File: src/rtl/sw_debouncer.sv
// rtl/sw_debouncer.sv - multi-channel slide-switch synchronizer and debouncer
// Each channel: 2-flop sync, 4-state qualify FSM, registered level/edge/busy outputs.
module sw_debouncer #(
  parameter int N         = 4,
  parameter int DB_CYCLES = 1000000,
  parameter int CNT_W     = 20
) (
  input  logic         clk,
  input  logic         rst,
  input  logic [N-1:0] sw_in,
  output logic [N-1:0] sw_db,
  output logic [N-1:0] rise,
  output logic [N-1:0] fall,
  output logic [N-1:0] busy
);

  typedef enum logic [1:0] {
    STABLE0 = 2'd0,
    WAIT1   = 2'd1,
    STABLE1 = 2'd2,
    WAIT0   = 2'd3
  } state_t;

  localparam logic [CNT_W-1:0] CNT_MAX = CNT_W'(DB_CYCLES - 1);

  logic [N-1:0]     s1_q, s2_q;
  state_t           state_q [N];
  state_t           state_d [N];
  logic [CNT_W-1:0] cnt_q [N];
  logic [CNT_W-1:0] cnt_d [N];
  logic [N-1:0]     db_q, db_d;
  logic [N-1:0]     rise_q, rise_d;
  logic [N-1:0]     fall_q, fall_d;
  logic [N-1:0]     busy_q, busy_d;

  always_comb begin
    db_d   = db_q;
    rise_d = '0;
    fall_d = '0;
    busy_d = '0;
    for (int i = 0; i < N; i++) begin
      state_d[i] = state_q[i];
      cnt_d[i]   = cnt_q[i];
      case (state_q[i])
        STABLE0: begin
          if (s2_q[i]) begin
            state_d[i] = WAIT1;
            cnt_d[i]   = '0;
          end
        end
        WAIT1: begin
          if (!s2_q[i]) begin
            state_d[i] = STABLE0;
            cnt_d[i]   = '0;
          end else if (cnt_q[i] == CNT_MAX) begin
            state_d[i] = STABLE1;
            cnt_d[i]   = '0;
            db_d[i]    = 1'b1;
            rise_d[i]  = 1'b1;
          end else begin
            cnt_d[i] = cnt_q[i] + 1'b1;
          end
        end
        STABLE1: begin
          if (!s2_q[i]) begin
            state_d[i] = WAIT0;
            cnt_d[i]   = '0;
          end
        end
        WAIT0: begin
          if (s2_q[i]) begin
            state_d[i] = STABLE1;
            cnt_d[i]   = '0;
          end else if (cnt_q[i] == CNT_MAX) begin
            state_d[i] = STABLE0;
            cnt_d[i]   = '0;
            db_d[i]    = 1'b0;
            fall_d[i]  = 1'b1;
          end else begin
            cnt_d[i] = cnt_q[i] + 1'b1;
          end
        end
        default: begin
          state_d[i] = STABLE0;
          cnt_d[i]   = '0;
        end
      endcase
      // busy is derived from the next state so the registered copy always agrees with state_q
      busy_d[i] = (state_d[i] == WAIT1) || (state_d[i] == WAIT0);
    end
  end

  always_ff @(posedge clk or posedge rst) begin
    if (rst) begin
      s1_q   <= '0;
      s2_q   <= '0;
      db_q   <= '0;
      rise_q <= '0;
      fall_q <= '0;
      busy_q <= '0;
      for (int i = 0; i < N; i++) begin
        state_q[i] <= STABLE0;
        cnt_q[i]   <= '0;
      end
    end else begin
      s1_q   <= sw_in;
      s2_q   <= s1_q;
      db_q   <= db_d;
      rise_q <= rise_d;
      fall_q <= fall_d;
      busy_q <= busy_d;
      for (int i = 0; i < N; i++) begin
        state_q[i] <= state_d[i];
        cnt_q[i]   <= cnt_d[i];
      end
    end
  end

  assign sw_db = db_q;
  assign rise  = rise_q;
  assign fall  = fall_q;
  assign busy  = busy_q;

endmodule
File: config.mk
export PLATFORM = sky130hd
export DESIGN_NAME = sw_debouncer
export DESIGN_NICKNAME = d
export VERILOG_FILES = /design/src/rtl/sw_debouncer.sv
export SDC_FILE = /design/constraint.sdc
export NUM_CORES = 1
export LEC_CHECK = 0
export BUFFER_PORTS_ARGS = -buffer_cell sky130_fd_sc_hd__buf_2
export CORE_MARGIN = 2
export CORE_UTILIZATION = 62
export CTS_CLUSTER_DIAMETER = 60
export DETAILED_ROUTE_END_ITERATION = 7
export GPL_TIMING_DRIVEN = 0
export PLACE_DENSITY = 0.87
export SLEW_MARGIN = 10
export SYNTH_ARGS = -nofsm -noshare
export SYNTH_HDL_FRONTEND = slang
export SYNTH_SLANG_ARGS = --single-unit
File: constraint.sdc
create_clock -name clk -period 3.6 [get_ports clk]
set_input_delay 0.36 -clock clk [delete_from_list [all_inputs] [get_ports clk]]
set_output_delay 0.36 -clock clk [all_outputs]
set_load 0.005 [all_outputs]
==> results of run 1 <==
==> per-stage QoR <==
stage / TNS (ns) / utilization [%] / power, mW / instances
after floorplan: 0 / - / 1.41 / 567
after CTS: 0 / 69.2 / 2.15 / 714
after detailed placement: 0 / 67.0 / 1.46 / 697
after global placement: -88.61 / 66.6 / 1.45 / 696
after global routing: 0 / 69.2 / 2.22 / 714
final: 0 / 69.2 / 2.14 / 714
==> final timing paths <==
path,endpoint,slack (ns),depth (start not counted)
max,cnt_q[50],1.45,7
min,s1_q[0],0.09,1
max reg2reg,cnt_q[50],1.45,7
min reg2reg,s2_q[3],0.36,0
max in group asynchronous,busy[0],2.48,4
min in group asynchronous,cnt_q[32],0.46,3
==> sequential cells by signal, indices dropped and copies added (netlist names) <==
signal,count
s1_q,4
s2_q,4
fall,4
busy,2
cnt_q,80
sw_db,4
state_q,8
rise,4
==> synthesized netlist by cell type, drive strengths merged (2+ instances only) <==
library cell  instances
a21oi                35
and3                 17
mux2i                 9
a41oi                 7
nor3                 12
nand4b                2
xor2                 19
nand4                21
a31oi                33
or3                   6
and4                  8
nand2b                8
nor4b                 3
clkbuf                4
nor2                 37
or2                   5
and2                 13
buf                  18
nor4                  7
or4                   2
nor3b                 2
xnor2                 6
mux2                  5
dfrtp               110
a22o                  7
o21ai                32
nand3                44
inv                  18
nand2                56
ha                    4
==> worst max-delay path, cell delays in order (launching register included) <==
cell and delay [ns]:
sky130_fd_sc_hd__dfrtp_1 0.39, sky130_fd_sc_hd__ha_1 0.21, sky130_fd_sc_hd__nand3_1 0.24, sky130_fd_sc_hd__nor4_4 0.43
sky130_fd_sc_hd__a211oi_2 0.16, sky130_fd_sc_hd__nor2_1 0.25, sky130_fd_sc_hd__buf_2 0.28, sky130_fd_sc_hd__nor2_1 0.08
==> layout make-up <==
class                      instances  area share (%)
sequential                       110            45.6
clock inverter                     6           0.747
multi-input combinational        417            43.5
inverter                          18            1.20
timing repair buffer              23            2.36
clock buffer                      10            2.28
buffer                            22            2.03
tap                              108            2.24
==> power by group through the flow <==
stage	Combinational (mW)	Clock, mW	Sequential, mW
after global routing	0.160	0.761	1.30
after floorplan	0.102	0	1.31
after CTS	0.142	0.716	1.29
after detailed placement	0.141	0	1.32
final	0.142	0.703	1.29
after global placement	0.131	0	1.32
==> cells by family after synthesis <==
family                     count (synthesis)
AOI/OAI and AO/OA                        127
xor gates and xnor gates                  25
buffers and inverters                     40
muxes                                     14
DFF                                      110
and+or+nand+nor                          247
adders and majority gates                  4
==> layer usage <==
metal / vias to the layer above / GRT usage (%)
li1: 2156 / -
met1: 2214 / 33.9
met2: 168 / 38.4
met3: 20 / 5.04
met4: 0 / 9.48
met5: - / 0
==> metrics.txt, run 1 <==
startpoint of the lowest-slack hold path=sw_in[0]; Primary FF master, synth=sky130_fd_sc_hd__dfrtp_1; launching point of the worst reg2reg path=cnt_q[40]; Synth Net Count=577; combinational family with the most area after synthesis=simple AND/OR/NAND/NOR gates; multiplexer share of the synthesized area=2.70%; Logic pwr share=6.6%; total cell area at the placement stage=roughly 0.0058 mm²; endpoints failing setup=0; number of instances resized during post-cts repair=0; number of global-route vias before repair=roughly 4400; area of combinational cells with multiple inputs=0.00263 mm²; Simple-Gate Fraction of Synth Area=24.7%; H-Tree Level Count=3; root buffer selected by CTS=sky130_fd_sc_hd__clkbuf_8; io pins=22; Worst Max-Slew Pin Slew=0.731 ns; met1 layer wirelength in the final routing=5060 µm; clock power share=32.9%; sequential element share of the synthesized area=around half; Placement Rows=34; Top Metal Used=met4; critical path arrival=2.40 ns; Hold Fails Final Rpt=0; CP Data Required Time=3.85 ns; final weighted congestion in routability-driven placement=0.845; Maximum Capacitance Violations=0; Die W=a little under 100 µm; number of antenna diodes=0; Yosys Warn Count=0; final net count=611; wire length after detailed routing=11500 µm; share of post-route cells with drive strength above 1=between 10% and 20%; outcome=finished, final reports clean; highest net fanout along the worst path=10; crit share post-route=between 50% and 60%; synthesized area=0.00557 mm²; most common cell after layout, fill and taps aside=sky130_fd_sc_hd__dfrtp_1; post-cts hold buffer count=1; RSZ-0062 raised after global routing=false; total number of vias=4558; area of the core=a little under 0.009 mm²; Critical Path Source Type=register; skew final=between 0.01 and 0.015 ns; FMAX=approximately 460 MHz; commonest non-fill, non-tap cells in the layout=sky130_fd_sc_hd__dfrtp_1 (110), sky130_fd_sc_hd__nand2_1 (56), sky130_fd_sc_hd__nand3_1 (44); global-route usage over all layers=24.5%; post-detailed-route DRC marker count=0; post-CTS setup repair buffer count=0; Mapped Avg Cell Area=9.82 µm²; count of different cell masters after synthesis=63; Max-Slew Margin vs Limit=51.1%; Die Footprint=~0.0098 mm²; arithmetic-cell share of the synthesized area counting full adders, half adders and majority gates=0.899%; global-route wire length before repair=between 15000 and 20000 µm; most area-consuming cells after synthesis=sky130_fd_sc_hd__dfrtp_1 (49%), sky130_fd_sc_hd__nand3_1 (4.0%), sky130_fd_sc_hd__nand2_1 (3.8%); P_leak=2.63 nW; register bit count reported by yosys=110; Final Slew Violations=0; # port buffers=21; sequential fraction of design power=between 60% and 70%; post-synthesis share of cell area spent on xor and xnor gates=4.07%; placement-stage worst setup slack=1.48 ns; combined flip-flop and latch cell area=0.00275 mm²; post-route standard cell area excluding fillers=0.00603 mm²; initial antenna violation count=0; crit path time final=about 2.2 ns; Worst VDD drop=0.000260 V; design internal power=1.58 mW; worst-case clock buffer depth=2; final setup slack of the worst path=1.45 ns; sum of overflow across all layers after global routing=0; violation count after the first detailed-routing iteration=304; number of iterations in the first detailed-routing pass=5; switching component of the power=554 µW; total clock buffers created by CTS=9; total length of routed met2 wires=5650 µm; clk slew on worst S/H paths=0.11 ns; Cells after Synth=567; layout-stage area growth over the synthesis result=8.36%; DR WL/cell=16.1 µm; share of total power consumed by net switching=25.9%; cell taking the most area after synthesis=sky130_fd_sc_hd__dfrtp_1; height of the chip=roughly 100 µm; endpoint class of the critical path=register; clock tree from TritonCTS=yes; power density normalized to cell area=354 mW/mm²; Vias per Instance=6.38; initial core utilization=63.8%; area share of the largest cell type after synthesis=49.4%; complex-gate fraction of the synthesized area=14.8%; maximum number of pins on one net before global-route repair=93; insertion delay of the later-clocked pin in the worst-skew pair=roughly 0.37 ns; Async SR Flop Fraction=100%; Post-DRT Antenna Nets=0; launching element of the worst setup path=cnt_q[40]; Crit Path Class=reg -> reg; Fill cells=between 600 and 700; total half-perimeter wirelength after legalization and detailed placement=slightly below 8000 µm; number of enable flip-flop cells after synthesis=0; class of the tightest hold or removal check=in -> reg; worst hold-check slack=0.0896 ns; metal3 WL=570 µm; count of clock tree sinks=110
No activity file was read; power rests on OpenSTA's default activity.
==> run 2: changes to the inputs <==
Settings changed: ABC_AREA set to 1.
Clock period 3.6 ns to 2.1 ns, I/O delays scaled along.
==> run 2 against run 1 <==
Net effect:
- cell count grew 36%
- global-route usage grew 1.2 points
- clock power grew 64%
- utilization shrank 0.28 points
- combinational power grew 71%
- total power grew 68%
- first-iteration DRC count shrank 22%
- final area grew 10%
- synthesized cell count grew 40%
- non-clock buffer count shrank 5
- critical endpoint is now cnt_q[28]
- largest cell class is now multi-input combinational cells
==> metrics.txt, run 2 <==
Regs by FF count=cnt_q (80), state_q (8); crit path time final=around 1.7 ns; synthesized area=0.00609 mm²; Cells after Synth=793; H-Tree Level Count=3; global-route usage over all layers=25.7%; count of different cell masters after synthesis=41; area of the core=0.00964 mm²; commonest non-fill, non-tap cells in the layout=sky130_fd_sc_hd__nand2_1 (208), sky130_fd_sc_hd__dfrtp_1 (110), sky130_fd_sc_hd__nor2_1 (104); register bit count reported by yosys=110; layout-stage area growth over the synthesis result=9.04%; FMAX=a little under 600 MHz; total clock buffers created by CTS=9; worst-case clock buffer depth=2; maximum number of pins on one net before global-route repair=39; Primary FF master, synth=sky130_fd_sc_hd__dfrtp_1; Die W=approximately 100 µm; Crit Path Class=reg -> reg; cell occurring most often along the worst timing path=sky130_fd_sc_hd__nand3_1; combinational family with the most area after synthesis=simple AND/OR/NAND/NOR gates; P_leak=approximately 3.1 nW; CP Data Required Time=2.37 ns; total half-perimeter wirelength after legalization and detailed placement=9410 µm; Hold Fails Final Rpt=0; number of enable flip-flop cells after synthesis=0; number of instances resized during post-cts repair=0; class of the tightest hold or removal check=reg -> reg; Reg with most FFs=cnt_q; share of post-route cells with drive strength above 1=14.0%; height of the chip=103 µm; Slowest cell on crit path=sky130_fd_sc_hd__dfrtp_1; Maximum Capacitance Violations=0; complex-gate fraction of the synthesized area=6.70%; Simple-Gate Fraction of Synth Area=between 30% and 40%; arithmetic-cell share of the synthesized area counting full adders, half adders and majority gates=0.822%; root buffer selected by CTS=sky130_fd_sc_hd__clkbuf_8; Placed Cells incl. Taps=950; worst stage delay on the critical path=0.41 ns; global-route wire length before repair=21600 µm; post-synthesis share of cell area spent on xor and xnor gates=4.03%; RSZ-0062 raised after global routing=false; Post-DRT Antenna Nets=0; insertion delay of the later-clocked pin in the worst-skew pair=0.38 ns; sequential element share of the synthesized area=a little under half; critical path arrival=1.99 ns; Yosys Warn Count=0; initial antenna violation count=0; endpoints failing setup=0; # port buffers=21; power density normalized to cell area=approximately 540 mW/mm²; most common cell after layout, fill and taps aside=sky130_fd_sc_hd__nand2_1; area share of the largest cell type after synthesis=45.2%; final weighted congestion in routability-driven placement=0.963; number of global-route vias before repair=between 5000 and 6000; number of standard cells in the final layout excluding fillers=970; Die Footprint=0.0106 mm²; Vias per Instance=between 5 and 6; Critical Path Source Type=register; Final Slew Violations=0; initial core utilization=about 63%; sum of overflow across all layers after global routing=0; number of iterations in the first detailed-routing pass=4; Cell Chain, Critical Path=ha_1 > nand3_1 > nor2_2 > nand3_1 > nand2_2 > inv_2 > nor2_4 > buf_6 > nor2_1; most area-consuming cells after synthesis=sky130_fd_sc_hd__dfrtp_1 (45%), sky130_fd_sc_hd__nand2_1 (13%), sky130_fd_sc_hd__nor2_1 (6.4%); area of combinational cells with multiple inputs=between 0.002 and 0.003 mm²; post-detailed-route DRC marker count=0; total number of vias=slightly above 5000; Max-Slew Margin vs Limit=62.8%; Fill cells=about 750; Placement Rows=36; count of clock tree sinks=110; Mapped Avg Cell Area=a little under 8 µm²; crit share post-route=82.0%; clk slew on worst S/H paths=~0.10 ns; skew final=0.00889 ns; final net count=843; violation count after the first detailed-routing iteration=238; highest net fanout along the worst path=10; combined flip-flop and latch cell area=roughly 0.0028 mm²; number of antenna diodes=0; Async SR Flop Fraction=between 90% and 100%; Power, Total=about 3.6 mW; Worst VDD drop=0.000425 V; io pins=22; multiplexer share of the synthesized area=0%; DR WL/cell=13.2 µm; number of flip-flops under the largest register name=80; clock tree from TritonCTS=yes; Synth Net Count=803; endpoint class of the critical path=register; most frequently used cell type in the post-synthesis netlist=sky130_fd_sc_hd__nand2_1; cell taking the most area after synthesis=sky130_fd_sc_hd__dfrtp_1; wire length after detailed routing=roughly 13000 µm; Worst Max-Slew Pin Slew=0.557 ns; post-CTS setup repair buffer count=0; outcome=finished, final reports clean; commonest cells in the netlist=sky130_fd_sc_hd__nand2_1 (208), sky130_fd_sc_hd__dfrtp_1 (110), sky130_fd_sc_hd__nor2_1 (104), sky130_fd_sc_hd__inv_1 (94), sky130_fd_sc_hd__nand3_1 (66)
==> run 2: changes by cell type in the layout (fill, tap and decap cells not counted), moves of 19 or more <==
cell / previous run / this run
sky130_fd_sc_hd__a31oi_1: 32 / 0
sky130_fd_sc_hd__nand2_1: 56 / 208
sky130_fd_sc_hd__inv_1: 17 / 93
sky130_fd_sc_hd__a21oi_1: 34 / 12
sky130_fd_sc_hd__nor2_2: 0 / 19
sky130_fd_sc_hd__nand3_1: 44 / 66
sky130_fd_sc_hd__nor2_1: 37 / 104
==> run 2: kinds of logic after synthesis <==
| group | count (synthesis) |
|---|---|
| AOI/OAI and AO/OA | 69 |
| xor gates and xnor gates | 28 |
| DFF | 110 |
| buffers and inverters | 118 |
| adders and majority gates | 4 |
| and+or+nand+nor | 464 |
==> run 2: path summary, 6_finish.rpt <==
| path | start | to | slack [ns] | depth (start not counted) |
|---|---|---|---|---|
| min in group asynchronous | rst | s2_q[3] | 0.46 | 3 |
| max in group asynchronous | rst | cnt_q[78] | 0.87 | 5 |
| min | s1_q[0] | s2_q[0] | 0.36 | 0 |
| max | cnt_q[20] | cnt_q[28] | 0.38 | 9 |
| min reg2reg | s1_q[0] | s2_q[0] | 0.36 | 0 |
| max reg2reg | cnt_q[20] | cnt_q[28] | 0.38 | 9 |
==> run 2: critical path, delay by kind of cell (launching register included) <==
kind | cells | cell delay [ns]
buffers and inverters | 2 | 0.23
adders and majority gates | 1 | 0.21
DFF | 1 | 0.41
and+or+nand+nor | 6 | 0.76
==> run 2: what timing repair did <==
| action | 4_1_cts | 5_1_grt |
|---|---|---|
| endpoints found under the hold margin | 26 | 0 |
| endpoints found under the setup margin | 0 | 0 |
| hold buffers | 5 | 0 |
==> run 2: per-stage QoR <==
step | setup WS (ns) | instance area, µm² | utilization (%) | hold WS (ns) | TNS [ns]
6_report | 0.379 | 6640 | 68.9 | 0.355 | 0
5_1_grt | 0.203 | 6640 | 68.9 | 0.374 | 0
4_1_cts | 0.368 | 6640 | 68.9 | 0.356 | 0
3_5_place_dp | 0.402 | 6430 | 66.7 | 0.295 | 0
3_3_place_gp | -0.119 | 6370 | 66.0 | 0.319 | -12.36
2_1_floorplan | 0.561 | 6090 | - | 0.241 | 0
==> run 2: final cells by class <==
class | count | area share, %
clock buffers | 11 | 2.13
clock inverters | 4 | 0.358
plain buffers | 11 | 1.41
well taps | 133 | 2.51
repair buffers | 29 | 3.24
inverters | 107 | 6.10
flip-flops and latches | 110 | 41.4
multi-input cells | 565 | 42.8
==> run 2: layer usage <==
| layer | GRT usage [%] | up-vias | part of all wire (%) |
|---|---|---|---|
| met2 | 43.4 | 143 | 50 |
| met1 | 31.7 | 2428 | 44 |
| met3 | 6.17 | 23 | 5.1 |
| met5 | 0 | - | 0 |
| met4 | 10.8 | 0 | 1.7 |
| li1 | - | 2588 | - |
==> run 2: power by group <==
group,switching [mW],total [mW],internal [mW],leakage [nW]
sequential,0.0408,2.20,2.16,1.50
clock,0.693,1.15,0.455,0.0889
combinational,0.158,0.243,0.0846,1.52
total,0.892,3.59,2.69,3.11
